$ cat src/rtl/srt_div_pkg.sv
// Shared types and width helpers for the radix-4 SRT divide sequencer.
package srt_div_pkg;

  localparam int DEF_WIDTH = 26;
  localparam int DEF_ITERS = 12;

  typedef enum logic [1:0] {
    S_IDLE = 2'd0,
    S_ITER = 2'd1,
    S_DONE = 2'd2
  } srt_state_e;

  // Signed quotient digit, range -3..+3
  typedef logic signed [2:0] srt_digit_t;

  function automatic int rem_w(input int width);
    return width + 1;
  endfunction

  function automatic int wide_w(input int width);
    return width + 3;
  endfunction

  function automatic int quo_w(input int iters);
    return 2 * iters + 1;
  endfunction

endpackage

$ cat src/rtl/srt_digit_select.sv
// Radix-4 digit selection: q = sign(w) * min(floor(|w|/d), 3).
module srt_digit_select
  import srt_div_pkg::*;
#(
  parameter int WIDTH = DEF_WIDTH
) (
  input  logic signed [WIDTH+2:0] w_i,
  input  logic        [WIDTH-1:0] d_i,
  output srt_digit_t              q_o
);

  localparam int WW = wide_w(WIDTH);

  logic [WW-1:0] w_mag_s;
  logic [WW-1:0] d1_s;
  logic [WW-1:0] d2_s;
  logic [WW-1:0] d3_s;
  logic [1:0]    mag_s;
  srt_digit_t    mag_dig_s;

  // |w| never exceeds 4d, so an unsigned WW-bit magnitude is exact
  always_comb begin
    w_mag_s = w_i[WW-1] ? $unsigned(-w_i) : $unsigned(w_i);
    d1_s    = {3'b000, d_i};
    d2_s    = {2'b00, d_i, 1'b0};
    d3_s    = d1_s + d2_s;
  end

  always_comb begin
    if (w_mag_s >= d3_s) begin
      mag_s = 2'd3;
    end else if (w_mag_s >= d2_s) begin
      mag_s = 2'd2;
    end else if (w_mag_s >= d1_s) begin
      mag_s = 2'd1;
    end else begin
      mag_s = 2'd0;
    end
  end

  always_comb begin
    mag_dig_s = {1'b0, mag_s};
    q_o       = w_i[WW-1] ? -mag_dig_s : mag_dig_s;
  end

endmodule

$ cat src/rtl/srt_div_ctrl.sv
// Radix-4 SRT divide sequencer: operand handshake, range check, ITERS digit
// iterations and a held result on the output handshake.
module srt_div_ctrl
  import srt_div_pkg::*;
#(
  parameter int WIDTH = DEF_WIDTH,
  parameter int ITERS = DEF_ITERS
) (
  input  logic                   clk,
  input  logic                   rst,
  input  logic                   in_valid,
  output logic                   in_ready,
  input  logic signed [WIDTH:0]  dividend,
  input  logic [WIDTH-1:0]       divisor,
  output logic                   out_valid,
  input  logic                   out_ready,
  output logic signed [2*ITERS:0] quotient,
  output logic signed [WIDTH:0]  remainder,
  output logic                   err,
  output logic                   busy
);

  localparam int NW = rem_w(WIDTH);
  localparam int WW = wide_w(WIDTH);
  localparam int QW = quo_w(ITERS);
  localparam int CW = (ITERS > 1) ? $clog2(ITERS) : 1;

  srt_state_e            state_q, state_d;
  logic signed [NW-1:0]  r_q, r_d;
  logic signed [QW-1:0]  quo_q, quo_d;
  logic [WIDTH-1:0]      d_q, d_d;
  logic [CW-1:0]         cnt_q, cnt_d;
  logic                  err_q, err_d;
  logic                  in_ready_q, in_ready_d;
  logic                  out_valid_q, out_valid_d;
  logic                  busy_q, busy_d;

  logic [NW-1:0]         n_mag_s;
  logic                  range_err_s;
  logic signed [WW-1:0]  w_s;
  srt_digit_t            dig_s;
  logic signed [NW-1:0]  prod_s;
  logic signed [NW-1:0]  r_iter_s;
  logic signed [QW-1:0]  quo_iter_s;

  always_comb begin
    n_mag_s     = dividend[WIDTH] ? $unsigned(-dividend) : $unsigned(dividend);
    range_err_s = (divisor == {WIDTH{1'b0}}) || (n_mag_s >= {1'b0, divisor});
  end

  // |r| < d keeps 4r inside WW bits and the new remainder inside NW bits
  always_comb begin
    w_s        = $signed({r_q, 2'b00});
    prod_s     = NW'(dig_s) * $signed({1'b0, d_q});
    r_iter_s   = (r_q <<< 2) - prod_s;
    quo_iter_s = (quo_q <<< 2) + QW'(dig_s);
  end

  srt_digit_select #(
    .WIDTH(WIDTH)
  ) u_digit_select (
    .w_i(w_s),
    .d_i(d_q),
    .q_o(dig_s)
  );

  always_comb begin
    state_d = state_q;
    r_d     = r_q;
    quo_d   = quo_q;
    d_d     = d_q;
    cnt_d   = cnt_q;
    err_d   = err_q;
    case (state_q)
      S_IDLE: begin
        if (in_valid) begin
          r_d     = dividend;
          quo_d   = {QW{1'b0}};
          d_d     = divisor;
          state_d = range_err_s ? S_DONE : S_ITER;
          err_d   = range_err_s;
          cnt_d   = CW'(ITERS - 1);
        end else begin
          state_d = S_IDLE;
        end
      end
      S_ITER: begin
        r_d   = r_iter_s;
        quo_d = quo_iter_s;
        if (cnt_q == {CW{1'b0}}) begin
          state_d = S_DONE;
        end else begin
          cnt_d = cnt_q - {{(CW-1){1'b0}}, 1'b1};
        end
      end
      S_DONE: begin
        if (out_ready) begin
          state_d = S_IDLE;
          err_d   = 1'b0;
        end else begin
          state_d = S_DONE;
        end
      end
      default: begin
        state_d = S_IDLE;
        err_d   = 1'b0;
      end
    endcase
    in_ready_d  = (state_d == S_IDLE);
    out_valid_d = (state_d == S_DONE);
    busy_d      = (state_d == S_ITER);
  end

  always_ff @(posedge clk) begin
    if (rst) begin
      state_q     <= S_IDLE;
      r_q         <= {NW{1'b0}};
      quo_q       <= {QW{1'b0}};
      d_q         <= {WIDTH{1'b0}};
      cnt_q       <= {CW{1'b0}};
      err_q       <= 1'b0;
      in_ready_q  <= 1'b1;
      out_valid_q <= 1'b0;
      busy_q      <= 1'b0;
    end else begin
      state_q     <= state_d;
      r_q         <= r_d;
      quo_q       <= quo_d;
      d_q         <= d_d;
      cnt_q       <= cnt_d;
      err_q       <= err_d;
      in_ready_q  <= in_ready_d;
      out_valid_q <= out_valid_d;
      busy_q      <= busy_d;
    end
  end

  assign in_ready  = in_ready_q;
  assign out_valid = out_valid_q;
  assign busy      = busy_q;
  assign err       = err_q;
  assign quotient  = quo_q;
  assign remainder = r_q;

endmodule
$ cat config.mk
export PLATFORM = sky130hd
export DESIGN_NAME = srt_div_ctrl
export DESIGN_NICKNAME = d
export VERILOG_FILES = /design/src/rtl/srt_div_pkg.sv /design/src/rtl/srt_digit_select.sv /design/src/rtl/srt_div_ctrl.sv
export SDC_FILE = /design/constraint.sdc
export NUM_CORES = 1
export LEC_CHECK = 0
export BUFFER_PORTS_ARGS = -buffer_cell sky130_fd_sc_hd__buf_2
export CORE_MARGIN = 1
export CORE_UTILIZATION = 62
export DETAILED_ROUTE_END_ITERATION = 16
export PLACE_DENSITY = 0.81
export SETUP_SLACK_MARGIN = 0.2
export SYNTH_ARGS = -nofsm -noshare
export SYNTH_HDL_FRONTEND = slang
export SYNTH_SLANG_ARGS = --single-unit
$ cat constraint.sdc
create_clock -name clk -period 13.44 [get_ports clk]
set_input_delay 2.688 -clock clk [delete_from_list [all_inputs] [get_ports clk]]
set_output_delay 2.688 -clock clk [all_outputs]
set_load 0.05 [all_outputs]
==> flow_summary_export.csv <==
group,metric,value,unit
outcome,status,"finished clean",
global_routing,grt_pass1_vias,11600,
worst_setup_path,rrSetupSlack,1.86,ns
routing,ant_nets,0,
logic_synthesis,avgSynthCellArea,7.64,µm²
clock_network,clock_path_buffers,2,
floorplan,fp.dieH,144,µm
clock_network,clock_latency,0.35,ns
floorplan,fp-row-count,51,
worst_setup_path,slowest_delay,1.00,ns
routing,wl_per_cell,18.6,µm
clock_network,hold_buffers,0,
layout,n_fill_cell,1700,
logic_synthesis,synthCells,1636,
logic_synthesis,ys.flop_type,"dfxtp_1",
logic_synthesis,synth_top_area_frac,0.211,
place,io_buffers,112,
clock_network,htree_levels,3,
layout,drive_gt1_frac,0.0921,
floorplan,initial_utilization,0.638,
logic_synthesis,ys_async_sr_fraction,0,
place,hpwlAfterDp,29800,µm
clock_network,cts_root_buf,"clkbuf_16",
routing,via_per_inst,6.19,
logic_synthesis,ys_seq_area_frac,0.141,
worst_hold_path,hp-class,"reg -> reg",
layout,nets,2039,
routing,route.vias.total,12300,
clock_network,cts_setup_buffers,0,
worst_setup_path,endpoint_kind,"flop",
global_routing,grt_pass1_wl,58800,µm
job,cap_violations,0,
logic_synthesis,netlist_top_cells_area,"ha_1 (21%), dfxtp_1 (14%), fa_1 (8.0%)",
floorplan,die-area,20700,µm²
clock_network,cts_resized,0,
logic_synthesis,syn-num-nets,1954,
global_routing,grt_util_all_layers,0.365,
floorplan,coreArea,19600,µm²
logic_synthesis,synth.distinct_cells,67,
logic_synthesis,ys_ff_latch,88,
worst_setup_path,path_class,"reg -> reg",
timing,fin_skew,0.0111,ns
routing,drc,0,
global_routing,antenna_found_initial,0,
timing,fmax,86.4,MHz
place,place.gp.congestion,0.999,
routing,first_pass_iters,7,
global_routing,grt_max_degree,58,
timing,worst_pin_slew,1.13,ns
clock_network,clkTransAtPathRegs,0.07,ns
clock_network,cts_buffers,9,
clock_network,cts_num_sinks,88,
logic_synthesis,synth_warnings,0,
timing,hold_viol_final,0,
layout,syn_to_final_growth,8.77,%
timing,slew_headroom,0.229,
routing,drt_iter0_markers,999,
timing,fin_tns_setup,0,ns
timing,slew_viol_final,0,
worst_setup_path,crit_fanout,29,
worst_setup_path,cpMaxStageDelayCell,"a2111oi_0",
floorplan,io-pin-count,113,
logic_synthesis,yosysTopAreaCell,"ha_1",
floorplan,die_w,144,µm
timing,fin_crit,11.58,ns
timing,setup_viol,0,
logic_synthesis,synth_edf_count,0,
routing,routed_wl,37100,µm
clock_network,cts_tree,"done",
logic_synthesis,post_synth_instance_area,12500,µm²
layout,antenna_cells,0,
worst_setup_path,crit_required,13.71,ns
timing,rsz0062_at_grt,"false",
worst_setup_path,arrival,11.85,ns
global_routing,grt-ovfl-total,0,
timing,fin_crit_sh,0.861,
worst_setup_path,startpoint_type,"flop",
[cell usage in the layout (no fill, tap or decap), types with 11 or more instances in the layout]
cell and n:
a21oi_1 135, a21o_1 40, xnor2_1 82, or3_1 11
and2_1 29, nand3_1 18, nand2b_1 17, xor2_1 28
o31ai_1 28, buf_2 112, dfxtp_1 88, nor2b_1 14
nor2_1 110, nor4_1 17, nand4_1 20, a211oi_1 11
a22oi_1 22, nand2_1 157, nor3_1 21, fa_1 50
o21ai_0 70, ha_1 211, inv_1 235, a31oi_1 11
o21a_1 17
[layout make-up]
type                    instances  area, µm²  area share
flip-flops and latches         88       1760       0.130
well taps                     265        332      0.0244
clock inverters                 5       56.3     0.00414
inverters                     236        886      0.0652
repair buffers                120        621      0.0457
clock buffers                  11        243      0.0179
multi-input cells            1266       9690       0.713
[final timing paths]
| path | from | to | cells after the start |
|---|---|---|---|
| setup / recovery | remainder[2] | remainder[21] | 35 |
| hold / removal | quotient[23] | quotient[23] | 2 |
| setup reg to reg | remainder[2] | remainder[21] | 35 |
| hold reg to reg | quotient[23] | quotient[23] | 2 |
[critical path: cells and delay by family (launching register included)]
| family | cells | cell delay, ns |
|---|---|---|
| adder cells (fa/ha/maj) | 6 | 2.10 |
| multiplexers | 1 | 0.35 |
| flip-flops | 1 | 0.41 |
| AND/OR/NAND/NOR | 10 | 3.21 |
| XOR/XNOR | 1 | 0.23 |
| AO/OA/AOI/OAI | 13 | 4.91 |
| buffers and inverters | 4 | 0.25 |
[synthesized netlist by cell type, drive strengths merged (6+ instances only)]
library cell / instances
o22ai: 6
a21oi: 135
nand2: 157
a22oi: 22
fa: 50
o221ai: 9
xor2: 28
inv: 236
clkbuf: 40
a2111oi: 8
and4: 8
or2: 10
o21a: 17
a21o: 40
xnor2: 82
ha: 211
o211ai: 6
and2: 29
nand3: 18
nor3: 22
a211oi: 12
o31ai: 28
dfxtp: 88
o21ai: 70
nand4: 20
or3: 11
nor4: 17
nand2b: 18
o21bai: 10
nor2: 111
o41ai: 6
buf: 6
or4: 11
nor2b: 15
and3: 9
a31oi: 11
[through the flow]
step	worst slack, ns	instances	utilization	cell area [µm²]	hold WS [ns]
global route	1.20	1991	0.694	13600	0.511
global placement	2.58	1975	0.679	13300	0.438
CTS	2.16	1991	0.694	13600	0.463
detailed placement	2.27	1975	0.679	13300	0.447
finish	1.86	1991	0.694	13600	0.459
floorplan	3.42	1636	-	12500	0.461
[flip-flops by register name, summed over array words and instances (netlist names)]
signal	flops
busy	1
cnt_q	4
d_q	26
err	1
in_ready	1
out_valid	1
quotient	25
remainder	27
state_q	2
[logic make-up (layout without fill, tap and decap cells)]
kind of cell,count (synthesis),count (layout),synth area share
adder cells (fa/ha/maj),261,261,0.291
AO/OA/AOI/OAI,422,422,0.219
flip-flops,88,88,0.141
AND/OR/NAND/NOR,470,470,0.184
XOR/XNOR,110,110,0.0771
multiplexers,3,3,0.00250
buffers and inverters,282,372,0.0847
[routing by layer]
layer / vias to the layer above / GRT usage / routed length [µm]
met3: 85 / 0.0666 / 3720
met2: 577 / 0.605 / 16800
li1: 5894 / - / -
met1: 5768 / 0.474 / 15300
met4: 0 / 0.124 / 1260
met5: - / 0 / 0
Power is not shown: default switching activity piles up to over one toggle a cycle in this logic, so the estimate is an artifact.
